==> src/rtl/prio_irq_arb_pipe.sv <==
// Pipelined priority interrupt arbiter: NBUS request buses of NCH channels each, fixed bus
// priority, per-bus channel priority (fixed, or round-robin when PRIO_IRQ_RR_EN is defined).
module prio_irq_arb_pipe #(
  parameter int NBUS = 3,
  parameter int NCH  = 9,
  localparam int CHW = $clog2(NCH)
) (
  input  logic                 clk,
  input  logic                 rst,
  input  logic [NBUS*NCH-1:0]  irq_i,
  input  logic [NCH-1:0]       en_i,
  input  logic                 gnt_ready_i,
  output logic                 gnt_valid_o,
  output logic [NBUS-1:0]      gnt_bus_o,
  output logic [CHW-1:0]       gnt_ch_o,
  output logic [NBUS*NCH-1:0]  pend_o,
  output logic [NBUS-1:0]      bus_act_o
);

  localparam int NREQ = NBUS * NCH;

  logic [NREQ-1:0]           pend_reg;
  logic [NREQ-1:0]           s1_reg;
  logic [NBUS-1:0]           act_reg;
  logic                      valid_reg;
  logic [NBUS-1:0]           bus_reg;
  logic [CHW-1:0]            ch_reg;

  logic                      accept;
  logic                      load;
  logic [NREQ-1:0]           clr;
  logic [NREQ-1:0]           cand;
  logic [NBUS-1:0]           bus_hit;
  logic [NBUS-1:0]           s1_any;
  logic [NBUS-1:0][CHW-1:0]  bus_ch;

  logic                      valid_next;
  logic [NBUS-1:0]           bus_next;
  logic [CHW-1:0]            ch_next;

  assign accept = valid_reg & gnt_ready_i;
  assign load   = ~valid_reg | accept;
  // The grant being accepted is removed from the candidates so it cannot be regranted.
  assign cand   = s1_reg & ~clr;

  for (genvar gi = 0; gi < NBUS; gi++) begin : g_bus
    logic [NCH-1:0] slice;
    logic [CHW-1:0] sel;

    assign slice         = cand[gi*NCH +: NCH];
    assign bus_hit[gi]   = |slice;
    assign s1_any[gi]    = |s1_reg[gi*NCH +: NCH];
    assign clr[gi*NCH +: NCH] = (accept && bus_reg[gi]) ? (NCH'(1) << ch_reg) : '0;

`ifdef PRIO_IRQ_RR_EN
    logic [CHW-1:0] ptr_reg;
    logic [CHW:0]   pos;

    always_ff @(posedge clk) begin
      if (rst) begin
        ptr_reg <= '0;
      end else if (accept && bus_reg[gi]) begin
        ptr_reg <= (ch_reg == CHW'(NCH - 1)) ? '0 : ch_reg + CHW'(1);
      end
    end

    // Scan from the far end so the position closest to ptr_reg is assigned last and wins.
    always_comb begin
      sel = '0;
      pos = '0;
      for (int k = NCH - 1; k >= 0; k--) begin
        pos = {1'b0, ptr_reg} + (CHW+1)'(k);
        if (pos >= (CHW+1)'(NCH)) pos = pos - (CHW+1)'(NCH);
        if (slice[pos[CHW-1:0]]) sel = pos[CHW-1:0];
      end
    end
`else
    always_comb begin
      sel = '0;
      for (int c = NCH - 1; c >= 0; c--) begin
        if (slice[c]) sel = CHW'(c);
      end
    end
`endif

    assign bus_ch[gi] = sel;
  end

  always_comb begin
    valid_next = |bus_hit;
    bus_next   = '0;
    ch_next    = '0;
    for (int b = NBUS - 1; b >= 0; b--) begin
      if (bus_hit[b]) begin
        bus_next = NBUS'(1) << b;
        ch_next  = bus_ch[b];
      end
    end
  end

  always_ff @(posedge clk) begin
    if (rst) begin
      pend_reg  <= '0;
      s1_reg    <= '0;
      act_reg   <= '0;
      valid_reg <= 1'b0;
      bus_reg   <= '0;
      ch_reg    <= '0;
    end else begin
      pend_reg <= (pend_reg & ~clr) | irq_i;
      s1_reg   <= (pend_reg & ~clr) & {NBUS{en_i}};
      act_reg  <= s1_any;
      // Output register holds a presented grant until it is accepted.
      if (load) begin
        valid_reg <= valid_next;
        bus_reg   <= bus_next;
        ch_reg    <= ch_next;
      end
    end
  end

  assign gnt_valid_o = valid_reg;
  assign gnt_bus_o   = bus_reg;
  assign gnt_ch_o    = ch_reg;
  assign pend_o      = pend_reg;
  assign bus_act_o   = act_reg;

endmodule

==> config.mk <==
export PLATFORM = sky130hd
export DESIGN_NAME = prio_irq_arb_pipe
export DESIGN_NICKNAME = d
export VERILOG_FILES = /design/src/rtl/prio_irq_arb_pipe.sv
export SDC_FILE = /design/constraint.sdc
export NUM_CORES = 1
export LEC_CHECK = 0
export ABC_AREA = 1
export CAP_MARGIN = 40
export CORE_MARGIN = 10
export CORE_UTILIZATION = 43
export CTS_CLUSTER_SIZE = 16
export DETAILED_ROUTE_END_ITERATION = 12
export PLACE_DENSITY = 0.85
export RECOVER_POWER = 50
export SETUP_SLACK_MARGIN = 0.05
export SYNTH_ARGS = -nofsm -noshare
export SYNTH_HDL_FRONTEND = slang
export SYNTH_SLANG_ARGS = --single-unit
==> constraint.sdc <==
create_clock -name clk -period 3.4 [get_ports clk]
set_clock_uncertainty 0.2 [all_clocks]
set_input_delay 0.68 -clock clk [delete_from_list [all_inputs] [get_ports clk]]
set_output_delay 0.68 -clock clk [all_outputs]
set_load 0.02 [all_outputs]
==> flow_summary.toml <==
[clock_network]
clock_tree.root_cell = "clkbuf_8"
cts_buffer_depth = 2
cts.clk_slew.worst_paths_ns = 0.07
cts_tree = "done"
resize_count_post_cts = 0
htreeDepth = 3
cts_buf_count = 9
cts_setup_buffers = 0
cts_sinks = 65
clk_latency_ns = 0.34
cts_hold_buf = 0

[flow_run]
cap_violations = 1

[timing]
finalWorstSetupSlack_ns = 0.7512
max_slew_margin_pct = -9.992
setup_tns_ns = 0
maxClockFrequency_ghz = 0.3775
period_needed_ns = 2.649
setup-violations-final = 0
slew_violations = 35
final.period_utilization_pct = 77.91
final_hold_viol_count = 0
worst_pin_slew_ns = 1.650
grt_setup_unrepaired = "false"

[global_route]
grt_start_max_net_pins = 35
grt_usage_pct = 15.88
grt_remaining_overflow = 0
grt_antenna_before_repair = 0
via_count_of_the_first_global_routing_pass = 2664
grt_first_pass_wirelength_mm = 12.79

[pwr]
max-vdd-ir-drop_mv = 0.3219
cellPowerDensity_mw_per_mm2 = 491.4
post-layout-total-power_w = 0.001832
p_leak_nw = 1.667

[floorplanning]
core_area_mm2 = 0.006026
floorplan.die.height_um = 99.32
initial_core_util_pct = 44.89
die_w_um = 99.32
die-area_mm2 = 0.009863
io-pin-count = 77
core.rowCount = 28

[min_path]
holdCritPathClass = "reg -> reg"
worstHoldStart = "pend_o[25]"
hold_path_cells = 2
holdPathEnd = "s1_reg[25]"

[synth]
yosys.area.top_type_share_pct = 48.10
number_of_enable_flip_flop_cells_after_synthesis = 0
post_synth_main_area_contributors = "dfxtp_1 48%, nand2_1 17%, a21oi_1 6.1%"
asyncSetResetFlopFracSynth_pct = 0
ys.warnings.count = 0
synth.largest_area_cell = "dfxtp_1"
synthesis.area_per_instance_um2 = 7.252
synth_most_common_cell = "nand2_1"
commonest_register_cell_after_synthesis = "dfxtp_1"
synth.distinct_cells = 24
synth.net_count = 412
post_synth_instance_area_mm2 = 0.002705
netlist_top_cells_count = "119 x nand2_1, 65 x dfxtp_1, 40 x inv_1, 38 x nor2_1, 33 x a21oi_1"
yosysSeqAreaShare_pct = 48.10
ys_seq_elements = 65
synth_cells = 373

[route]
wl_per_cell_um = 14.37
postRouteWirelength_mm = 7.702
number_of_design_rule_violations_left_by_the_first_detailed_router_iteration = 144
drc = 0
vias_per_cell = 4.965
antenna_left = 0
drt-pass1-iter-count = 4
vias_post_dr = 2661

[setup_path]
ff2ff_setup_slack_ns = 1.26
data_arrival_at_the_endpoint_of_the_critical_path_ns = 2.58
setup.worst_path.start_class = "input pin"
critical-path-max-stage-delay_ns = 1.20
worstSetupEndpointType = "register"
crit_fanout = 34
timing.rr.end = "gnt_bus_o[2]"
crit_type = "in -> reg"
timing.critical_path.cells = "dlygate4sd3_1, clkbuf_1, a31oi_1"
worst_ep_required_time_ns = 3.33
r2r_start = "gnt_ch_o[0]"
cp_max_stage_cell = "clkbuf_1"
worst_r2r_path_depth = 11

[place]
gp_routability_congestion = 0.9242
port-buffer-count = 76
detailed_place_hpwl_mm = 6.068
dpl_ws_ns = 0.6039

[cells_and_area]
final_layout_size_suffix_gt1_share_pct = 9.978
area_growth_pct = 37.79
num_antenna_cells = 0
final_nets = 496

[run_status]
failed_checks = "max-capacitance violations, max-slew violations"
status = "finished with violations"
[where the power goes]
group / total [W] / switching, W / leakage [nW] / internal, W
sequential: 0.000845 / 0.0000346 / 0.538 / 0.000811
combinational: 0.000374 / 0.000210 / 1.04 / 0.000164
clock: 0.000613 / 0.000278 / 0.0864 / 0.000334
[placed cells by master, fill, tap and decap left out, types with 2 or more instances in the layout]
cell type        netlist  final
a21oi_1               33     33
a21oi_2                4      4
a31oi_1                6      6
clkbuf_1               5      4
clkbuf_8               0      9
clkdlybuf4s50_1        0     74
dfxtp_1               65     65
dlygate4sd3_1          0      2
inv_1                 40     41
inv_2                  6      5
nand2_1              119    120
nand2_2                8      7
nand3_1                8      8
nand3_2                2      2
nor2_1                38     38
nor2_2                 7      7
nor2_4                 5      5
nor3_1                 4      4
nor4_1                 5      5
o21ai_0               11     11
[cell type report]
cell class                 count  area [µm²]
clock inverter                 3       42.54
clock buffer                  12       135.1
timing repair buffer          78       772.0
tap                           75       93.84
fill                         557        2298
multi-input combinational    256        1206
sequential                    65        1301
inverter                      47       176.4
[worst max path at each step]
stage,startpoint,to
detailed placement,gnt_ready_i,gnt_bus_o[1]
global route,rst,pend_o[2]
global placement,gnt_ready_i,gnt_bus_o[2]
CTS,gnt_ready_i,gnt_bus_o[1]
finish,rst,bus_act_o[1]
floorplan,gnt_ready_i,gnt_bus_o[2]
[metal layers]
metal  track usage [%]  part of all wire [%]
met5                 0                     0
met3             7.128                   9.5
met4             6.174                   2.0
met1             18.14                    43
met2             25.40                    46
[stage by stage]
| stage | utilization (%) | hold slack (ns) | std cells | cell area, µm² |
|---|---|---|---|---|
| 6_report | 61.86 | 0.2596 | 536 | 3727 |
| 5_1_grt | 61.86 | 0.2865 | 536 | 3727 |
| 4_1_cts | 61.96 | 0.2633 | 536 | 3734 |
| 3_5_place_dp | 59.01 | 0.2559 | 521 | 3556 |
| 3_3_place_gp | 59.01 | 0.2525 | 521 | 3556 |
| 2_1_floorplan | - | 0.2568 | 373 | 2705 |
[worst max-delay path: cells and delay by family]
family	cells	cell delay, ns
compound gates	1	0.15
buf+inv	2	1.74
[logic make-up after synthesis]
logic type / Yosys count / share of synthesized area [%]
buf+inv: 52 / 7.215
compound gates: 59 / 12.49
simple gates: 197 / 32.19
flops: 65 / 48.10
Power figures use the tool's default switching activity.
